### config.mk
export PLATFORM = sky130hd
export DESIGN_NAME = shot_clock_timer
export DESIGN_NICKNAME = d
export VERILOG_FILES = /design/src/rtl/shot_clock_pkg.sv /design/src/rtl/tick_prescaler.sv /design/src/rtl/shot_clock_timer.sv
export SDC_FILE = /design/constraint.sdc
export NUM_CORES = 1
export LEC_CHECK = 0
export ABC_CLOCK_PERIOD_IN_PS = 2690
export CAP_MARGIN = 0
export CORE_MARGIN = 4
export CORE_UTILIZATION = 60
export CTS_BUF_LIST = sky130_fd_sc_hd__clkbuf_2
export DETAILED_ROUTE_END_ITERATION = 7
export DONT_BUFFER_PORTS = 1
export GPL_TIMING_DRIVEN = 0
export PLACE_DENSITY = 0.76
export SKIP_CTS_REPAIR_TIMING = 1
export SYNTH_ARGS = -nofsm -noshare
export SYNTH_HDL_FRONTEND = slang
export SYNTH_SLANG_ARGS = --single-unit
export TNS_END_PERCENT = 50
### constraint.sdc
create_clock -name clock_in -period 2.69 [get_ports clock_in]
set_input_delay 0.807 -clock clock_in [delete_from_list [all_inputs] [get_ports clock_in]]
set_output_delay 0.807 -clock clock_in [all_outputs]
set_load 0.01 [all_outputs]
### src/rtl/shot_clock_pkg.sv
// Shared types and helpers for the shot clock timer.
// bin2bcd is only referenced when SHOT_CLOCK_BCD_EN is defined.
package shot_clock_pkg;

    typedef enum logic [1:0] {
        StStopped,
        StRun,
        StBuzz,
        StDone
    } state_e;

    localparam int unsigned FULL_VALUE_DEF  = 24;
    localparam int unsigned SHORT_VALUE_DEF = 14;

    // Two-digit BCD; values above 99 wrap modulo 100.
    function automatic logic [7:0] bin2bcd(input int unsigned value);
        int unsigned v;
        v = value % 100;
        return {4'(v / 10), 4'(v % 10)};
    endfunction

endpackage

### src/rtl/tick_prescaler.sv
// Divides the clock down to a one-cycle tick every TICK_DIV enabled cycles.
// The count is held while disabled, so a paused second resumes where it stopped.
module tick_prescaler #(
    parameter int unsigned TICK_DIV = 50000000
) (
    input  logic i_clk,
    input  logic i_rst_n,
    input  logic i_enable,
    input  logic i_clear,
    output logic o_tick
);

    localparam int unsigned   CW   = $clog2(TICK_DIV);
    localparam logic [CW-1:0] LAST = CW'(TICK_DIV - 1);

    logic [CW-1:0] r_cnt;

    assign o_tick = i_enable && (r_cnt == LAST);

    always_ff @(posedge i_clk or negedge i_rst_n) begin
        if (!i_rst_n) begin
            r_cnt <= '0;
        end else if (i_clear) begin
            r_cnt <= '0;
        end else if (i_enable) begin
            if (o_tick) begin
                r_cnt <= '0;
            end else begin
                r_cnt <= r_cnt + 1'b1;
            end
        end
    end

endmodule

### src/rtl/shot_clock_timer.sv
// Basketball shot clock: per-second countdown with run/pause, full/short reloads
// and a timed buzzer pulse. Define SHOT_CLOCK_BCD_EN to add registered BCD outputs.
module shot_clock_timer
    import shot_clock_pkg::*;
#(
    parameter int unsigned WIDTH       = 5,
    parameter int unsigned FULL_VALUE  = FULL_VALUE_DEF,
    parameter int unsigned SHORT_VALUE = SHORT_VALUE_DEF,
    parameter int unsigned TICK_DIV    = 50000000,
    parameter int unsigned BUZZ_CYCLES = 25000000
) (
    input  logic             clock_in,
    input  logic             reset_n,
    input  logic             start,
    input  logic             pause,
    input  logic             reload_full,
    input  logic             reload_short,
    output logic [WIDTH-1:0] count,
    output logic             running,
    output logic             expired,
    output logic             buzzer
`ifdef SHOT_CLOCK_BCD_EN
    ,
    output logic [3:0]       tens,
    output logic [3:0]       units
`endif
);

    localparam int unsigned BW = (BUZZ_CYCLES > 1) ? $clog2(BUZZ_CYCLES) : 1;
    localparam logic [BW-1:0]    BUZZ_LAST = BW'(BUZZ_CYCLES - 1);
    localparam logic [WIDTH-1:0] FULL_CNT  = WIDTH'(FULL_VALUE);
    localparam logic [WIDTH-1:0] SHORT_CNT = WIDTH'(SHORT_VALUE);

    state_e           r_state, w_state_nxt;
    logic [WIDTH-1:0] r_count, w_count_nxt;
    logic             r_expired, w_expired_nxt;
    logic             r_buzzer, w_buzzer_nxt;
    logic [BW-1:0]    r_buzz_cnt, w_buzz_cnt_nxt;

    logic w_reload;
    logic w_presc_en;
    logic w_tick;

    assign w_reload = reload_full | reload_short;
    // Pause and reload both suppress the prescaler step in their cycle.
    assign w_presc_en = (r_state == StRun) && !pause && !w_reload;

    tick_prescaler #(
        .TICK_DIV(TICK_DIV)
    ) u_prescaler (
        .i_clk   (clock_in),
        .i_rst_n (reset_n),
        .i_enable(w_presc_en),
        .i_clear (w_reload),
        .o_tick  (w_tick)
    );

    always_comb begin
        w_state_nxt    = r_state;
        w_count_nxt    = r_count;
        w_expired_nxt  = r_expired;
        w_buzzer_nxt   = r_buzzer;
        w_buzz_cnt_nxt = r_buzz_cnt;

        if (w_reload) begin
            w_count_nxt    = reload_full ? FULL_CNT : SHORT_CNT;
            w_expired_nxt  = 1'b0;
            w_buzzer_nxt   = 1'b0;
            w_buzz_cnt_nxt = '0;
            w_state_nxt    = (r_state == StRun) ? StRun : StStopped;
        end else begin
            unique case (r_state)
                StStopped: begin
                    if (!pause && start && (r_count != '0)) begin
                        w_state_nxt = StRun;
                    end
                end
                StRun: begin
                    if (pause) begin
                        w_state_nxt = StStopped;
                    end else if (w_tick) begin
                        if (r_count > WIDTH'(1)) begin
                            w_count_nxt = r_count - 1'b1;
                        end else begin
                            w_count_nxt    = '0;
                            w_expired_nxt  = 1'b1;
                            w_buzzer_nxt   = 1'b1;
                            w_buzz_cnt_nxt = '0;
                            w_state_nxt    = StBuzz;
                        end
                    end
                end
                StBuzz: begin
                    if (r_buzz_cnt == BUZZ_LAST) begin
                        w_buzzer_nxt   = 1'b0;
                        w_buzz_cnt_nxt = '0;
                        w_state_nxt    = StDone;
                    end else begin
                        w_buzz_cnt_nxt = r_buzz_cnt + 1'b1;
                    end
                end
                StDone: begin
                end
            endcase
        end
    end

    always_ff @(posedge clock_in or negedge reset_n) begin
        if (!reset_n) begin
            r_state    <= StStopped;
            r_count    <= FULL_CNT;
            r_expired  <= 1'b0;
            r_buzzer   <= 1'b0;
            r_buzz_cnt <= '0;
        end else begin
            r_state    <= w_state_nxt;
            r_count    <= w_count_nxt;
            r_expired  <= w_expired_nxt;
            r_buzzer   <= w_buzzer_nxt;
            r_buzz_cnt <= w_buzz_cnt_nxt;
        end
    end

    assign count   = r_count;
    assign running = (r_state == StRun);
    assign expired = r_expired;
    assign buzzer  = r_buzzer;

`ifdef SHOT_CLOCK_BCD_EN
    logic [7:0] r_bcd;

    always_ff @(posedge clock_in or negedge reset_n) begin
        if (!reset_n) begin
            r_bcd <= bin2bcd(FULL_VALUE);
        end else begin
            r_bcd <= bin2bcd(32'(w_count_nxt));
        end
    end

    assign tens  = r_bcd[7:4];
    assign units = r_bcd[3:0];
`endif

endmodule

; ---- After elaboration in Yosys (flattened, before gate mapping)
; Cells that the tools add are included.
[word_totals]
regBits = 60
latchBits = 0
mem_bits_rw = 0
mem_bits_ro = 0
output_inout_bits = 8
wordCells = 74
n_memories = 0
[op_classes]
n_addsub = 3
mul = 0
div = 0
magnitude_cmp = 1
n_eq_ne = 13
n_shift = 0
muxes = 31
bitwise_logic = 1
n_reduce_logical = 19
[ops]
columns = operator, n
row1 = 2-to-1 mux 25 bit, 5
row2 = 2-to-1 mux 26 bit, 3
row3 = one-hot mux 25 bit (2 select lines), 1
row4 = 2-to-1 mux 5 bit, 6
row5 = "adder 26 x 1 -> 26 bit, second input constant", 1
row6 = "== test 26 bit, second input constant", 1
row7 = "adder 25 x 1 -> 25 bit, second input constant", 1
row8 = "== test 25 bit, second input constant", 1
row9 = 2-to-1 mux 2 bit, 6
row10 = AND reduction 5 bit, 2
row11 = "inequality test 3 bit, second input constant", 3
row12 = 2-to-1 mux 1 bit, 8
row13 = AND reduction 4 bit, 2
row14 = one-hot mux 2 bit (3 select lines), 1
row15 = nonzero test 2 bit, 3
row16 = "> comparator 5 x 1 -> 1 bit, second input constant", 1
row17 = logical AND 1 bit, 5
row18 = nonzero test 5 bit, 1
row19 = "subtractor 5 x 1 -> 5 bit, second input constant", 1
row20 = "inequality test 4 x 2 -> 1 bit, second input constant", 1
row21 = "inequality test 4 bit, second input constant", 1
row22 = nonzero test 4 bit, 1
row23 = "inequality test 3 x 1 -> 1 bit, second input constant", 1
row24 = "inequality test 3 x 2 -> 1 bit, second input constant", 1
row25 = 10 further kinds, 11

; ---- Depth between registers and ports, before layout
[depth]
depth_word = 8
depth_mapped = 10

; ---- Cells and area by module
; Synthesis repeated with hierarchy kept, for this count alone.
[unflattened]
cells_unflattened = 386
area_unflattened_um2 = 3554.7
[by_module_without_submodules]
columns = mod, instances, cells_per_inst, area_per_inst_um2, seq_area_each_um2
row1 = shot_clock_timer, 1, 234, 2115.8, 853.3
row2 = tick_prescaler, 1, 152, 1438.9, 650.6

; ---- Worst setup path before layout
; No wires, ideal clock.
[synth_path]
path_kind = register to register
start = register r_count[1] (netlist: count[1])
end = register r_buzz_cnt[22]
arrival_time_ns = 2.062
required_time_ns = 2.616
setup_slack_ns = 0.554
path_stages_with_launch = 10
n_path_buf = 1
synth_period_minus_slack_ns = 2.136
cell_sequence = dfrtp_1 -> inv_1 -> ha_1 -> o21ba_2 -> and4bb_2 -> a31oi_4 -> or2_1 -> buf_6 -> or3_1 -> o21ai_2
[synth_via]
elab_chain_cells = 3
[synth_rtl]
columns = element, line
row1 = "start, declared", shot_clock_timer.sv:35  ; logic [WIDTH-1:0] r_count, w_count_nxt;
row2 = "start signal, assigned", shot_clock_timer.sv:117  ; r_count <= w_count_nxt;
row3 = > comparator 5 x 1 -> 1 bit, shot_clock_timer.sv:82  ; if (r_count > WIDTH'(1)) begin
row4 = inequality test 3 bit (no source line), --
row5 = AND reduction 4 bit (no source line), --
row6 = "end signal, assigned", shot_clock_timer.sv:120  ; r_buzz_cnt <= w_buzz_cnt_nxt;
row7 = "end, declared", shot_clock_timer.sv:38  ; logic [BW-1:0] r_buzz_cnt, w_buzz_cnt_nxt;
; Every way passes these cells.
; A chain may end at the register's enable or synchronous reset.

; ---- Worst setup path in the final report
[layout_path]
start = register r_buzz_cnt[0]
end = register r_buzz_cnt[24]
[layout_via]
elab_chain_cells = 4
word_cells_on_any_way = 5
classes_between = add/sub (1) / eq/ne (1) / mux (3)
[layout_rtl]
columns = element, line
row1 = adder 25 x 1 -> 25 bit / == test 25 bit (equally long branches), "shot_clock_timer.sv:99, shot_clock_timer.sv:94"
row2 = 2-to-1 mux 25 bit (*), shot_clock_timer.sv:94  ; if (r_buzz_cnt == BUZZ_LAST) begin
row3 = one-hot mux 25 bit (2 select lines) (*), shot_clock_timer.sv:72  ; unique case (r_state)
row4 = 2-to-1 mux 25 bit (*), shot_clock_timer.sv:65  ; if (w_reload) begin
; Mark *: on every way between the ends. The rest lies on a longest branch, timed or not.

==> results by group <==
Status
  • Status: completed

Logic synthesis
  • Synth cell types: 61
  • Post-synthesis cell area: 0.00365 sq mm
  • Top cells by count, synth: o21ai_0 (59), dfrtp_1 (58), nand2_1 (45)
  • Share of the synthesized area in the top cell type: 39.7%
  • Synth Register Bits: 60
  • Most frequent cell after synthesis: o21ai_0
  • Syn avg cell area: 8.91 sq um
  • Post-synth ARST share: 100%
  • Top_reg_cell synth: dfrtp_1
  • Syn nets: 424
  • Synth top area cells: dfrtp_1 (40%), o21ai_0 (8.1%), nand2_1 (4.6%)
  • Post-synthesis sequential area ratio: 41.2%
  • Top cell type by total area after synthesis: dfrtp_1
  • Post-Syn Instances: 410
  • Ys Warns: 0
  • EDFF count, synth: 0

GRT
  • Largest net degree at the start of global routing: 61
  • Antenna violations before repair: 0
  • Vias in the first global route: 3053
  • GRT Total Usage: 25.1%
  • First-pass GRT wire length: 14700 um
  • Grt total ovfl: 0

Power and ir drop
  • Clk network pwr share: 25.9%
  • Lkg Pwr: 1.58 nW
  • VDD IR max: 433 uV
  • Pwr dens: 459 mW/mm^2
  • Reg power frac: 53.3%
  • Switch share: 33.3%
  • NetSw: 0.592 mW
  • Logic pwr share: 20.8%
  • P_int: 1.18 mW

Placement
  • IO buf count: 0
  • GP Congestion: 0.852
  • Dpl hpwl: 6120 um
  • Placed Cells incl. Taps: 485
  • Pre-CTS setup slack: 154 ps

Final layout
  • Ratio of cells with drive above 1 in the final layout: 13.3%
  • Area Overhead vs Synth: 5.92%
  • Post-Layout Cell Count: 503
  • Fin util: 65.4%
  • Filler instances: 510
  • ANT cells: 0
  • Nets@finish: 437

Setup path
  • Reg2reg end: r_buzz_cnt[24]
  • R2r worst-path depth: 7
  • Critical-path maximum fanout: 8
  • Setup crit start kind: flip-flop
  • Worst path required time: 3060 ps
  • Critical path class: flip-flop to flip-flop
  • Crit-path cells: ha_1 > nand4_2 > or3_4 > o31ai_4 > nor2_1 > a21o_1 > a21o_1
  • CP Data Arrival Time: 2880 ps
  • CP Capture Type: flip-flop
  • Reg2reg setup slack: 170 ps
  • R2r startpoint: r_buzz_cnt[0]
  • Slowest stage cell on the critical path: o31ai_4
  • Max incr delay on CP: 500 ps
  • Cell repeated most along the worst path: a21o_1

Timing
  • Final Hold Vio Count: 0
  • Worst Slack Setup Final: 173 ps
  • Fmax: 397 MHz
  • Hold_ws: 13.9 ps
  • Max transition margin: 45.5%
  • Tcrit/Tclk final: 93.6%
  • RSZ-0062 raised after global routing: no
  • Final setup TNS: 0 ps
  • Final setup fails: 0
  • Max-slew violations: 0
  • Skew final: 21.3 ps
  • Fin crit period: 2520 ps
  • Measured slew at the worst slew-check pin: 812 ps

Routing
  • Initial DRC Count: 276
  • DRC: 0
  • Final wirelength: 9010 um
  • DR WL/cell: 17.9 um
  • Drt pass-1 iters: 5
  • Post-route ant nets: 0
  • Vias: 3320
  • Drt via density: 6.60

Floorplan
  • Core Area: 0.00592 sq mm
  • DIE WIDTH: 86.0 um
  • DIE AREA: 0.00740 sq mm
  • Starting Density: 61.7%
  • Row cnt: 28
  • Chip Height: 86.0 um
  • Io pins: 14

Clock tree
  • H-tree depth: 3
  • Max clock buf depth: 2
  • Clk sinks: 60
  • Register clock-pin slew on the reported worst setup and hold paths: 170 ps
  • Clock Latency Late Sink: 470 ps
  • Clk root buf: clkbuf_2
  • CTS tree: yes
  • Total CTS buffers: 9

Run
  • Max-Cap Viols: 0

Worst hold path
  • Hold/Removal Path Class: input pin to async pin
per-layer routing:
metal	track usage (%)	up-vias	wire length, um
met5	0	-	0
met4	10.1	0	184
met3	4.42	16	507
met2	38.1	117	4180
met1	35.6	1620	4150
li1	-	1567	-
critical path: cells and delay by family (launching register included):
family,cells,cell delay (ps)
flops,1,420
compound gates,3,870
simple gates,3,870
fa+ha+maj,1,240
power by group through the flow:
stage	Combinational (mW)	Sequential [mW]	Clock, mW
detailed placement	0.338	0.963	0
floorplan	0.258	0.957	0
global placement	0.326	0.962	0
CTS	0.338	0.947	0.467
finish	0.370	0.946	0.459
global route	0.408	0.950	0.500
registers in the layout (all words and copies together), names as in the netlist:
| register | count |
|---|---|
| buzzer | 1 |
| count | 5 |
| expired | 1 |
| r_buzz_cnt | 25 |
| r_state | 2 |
| u_prescaler.r_cnt | 26 |
cells by family (layout without fill, tap and decap cells):
| logic type | after synthesis | in the layout | share of synthesized area [%] |
|---|---|---|---|
| AND/OR/NAND/NOR | 177 | 177 | 28.5 |
| AO/OA/AOI/OAI | 141 | 141 | 24.4 |
| flip-flops | 60 | 60 | 41.2 |
| buffers and inverters | 23 | 41 | 2.98 |
| adder cells (fa/ha/maj) | 8 | 8 | 2.74 |
| XOR/XNOR | 1 | 1 | 0.240 |
per-stage QoR:
step                      power (mW)  cell area, sq um
final                           1.78              3870
after global routing            1.86              3870
after CTS                       1.75              3830
after detailed placement        1.30              3750
after global placement          1.29              3750
after floorplan                 1.21              3650
cell type report:
class | instances | area, sq um | area share (%)
plain buffers | 13 | 71.3 | 1.84
clock buffers | 14 | 70.1 | 1.81
clock inverters | 2 | 7.51 | 0.194
inverters | 10 | 37.5 | 0.970
multi-input cells | 327 | 2050 | 52.9
flip-flops and latches | 60 | 1500 | 38.8
well taps | 75 | 93.8 | 2.42
repair buffers | 2 | 37.5 | 0.970
worst max path at each step:
stage	from	to
detailed placement	r_state[1]	u_prescaler.r_cnt[5]
global route	r_state[1]	u_prescaler.r_cnt[5]
CTS	r_state[1]	u_prescaler.r_cnt[5]
floorplan	count[1]	r_buzz_cnt[22]
finish	r_buzz_cnt[0]	r_buzz_cnt[24]
global placement	r_state[1]	u_prescaler.r_cnt[5]
cells in the final DEF (no fill, tap or decap), drive strengths merged, types with 2 or more instances in the layout:
cell type  synthesis  routed
a21o               5       5
a21oi             21      21
a31oi             14      14
a41oi              2       2
and2               3       3
and3              10      10
and4               2       2
and4bb             3       3
buf                8       9
clkbuf             5      19
clkinv             0       2
dfrtp             58      58
dfstp              2       2
ha                 8       8
inv               10      10
nand2             45      45
nand2b             3       3
nand3             28      28
nand3b             3       3
nand4             16      16
nor2              28      28
nor2b              7       7
nor3               7       7
nor4               5       5
nor4b              2       2
o211ai             6       6
o21ai             67      67
o31ai             13      13
o41ai              5       5
or2                3       3
or3               10      10
Note: power is estimated with default switching activity, not from simulation.
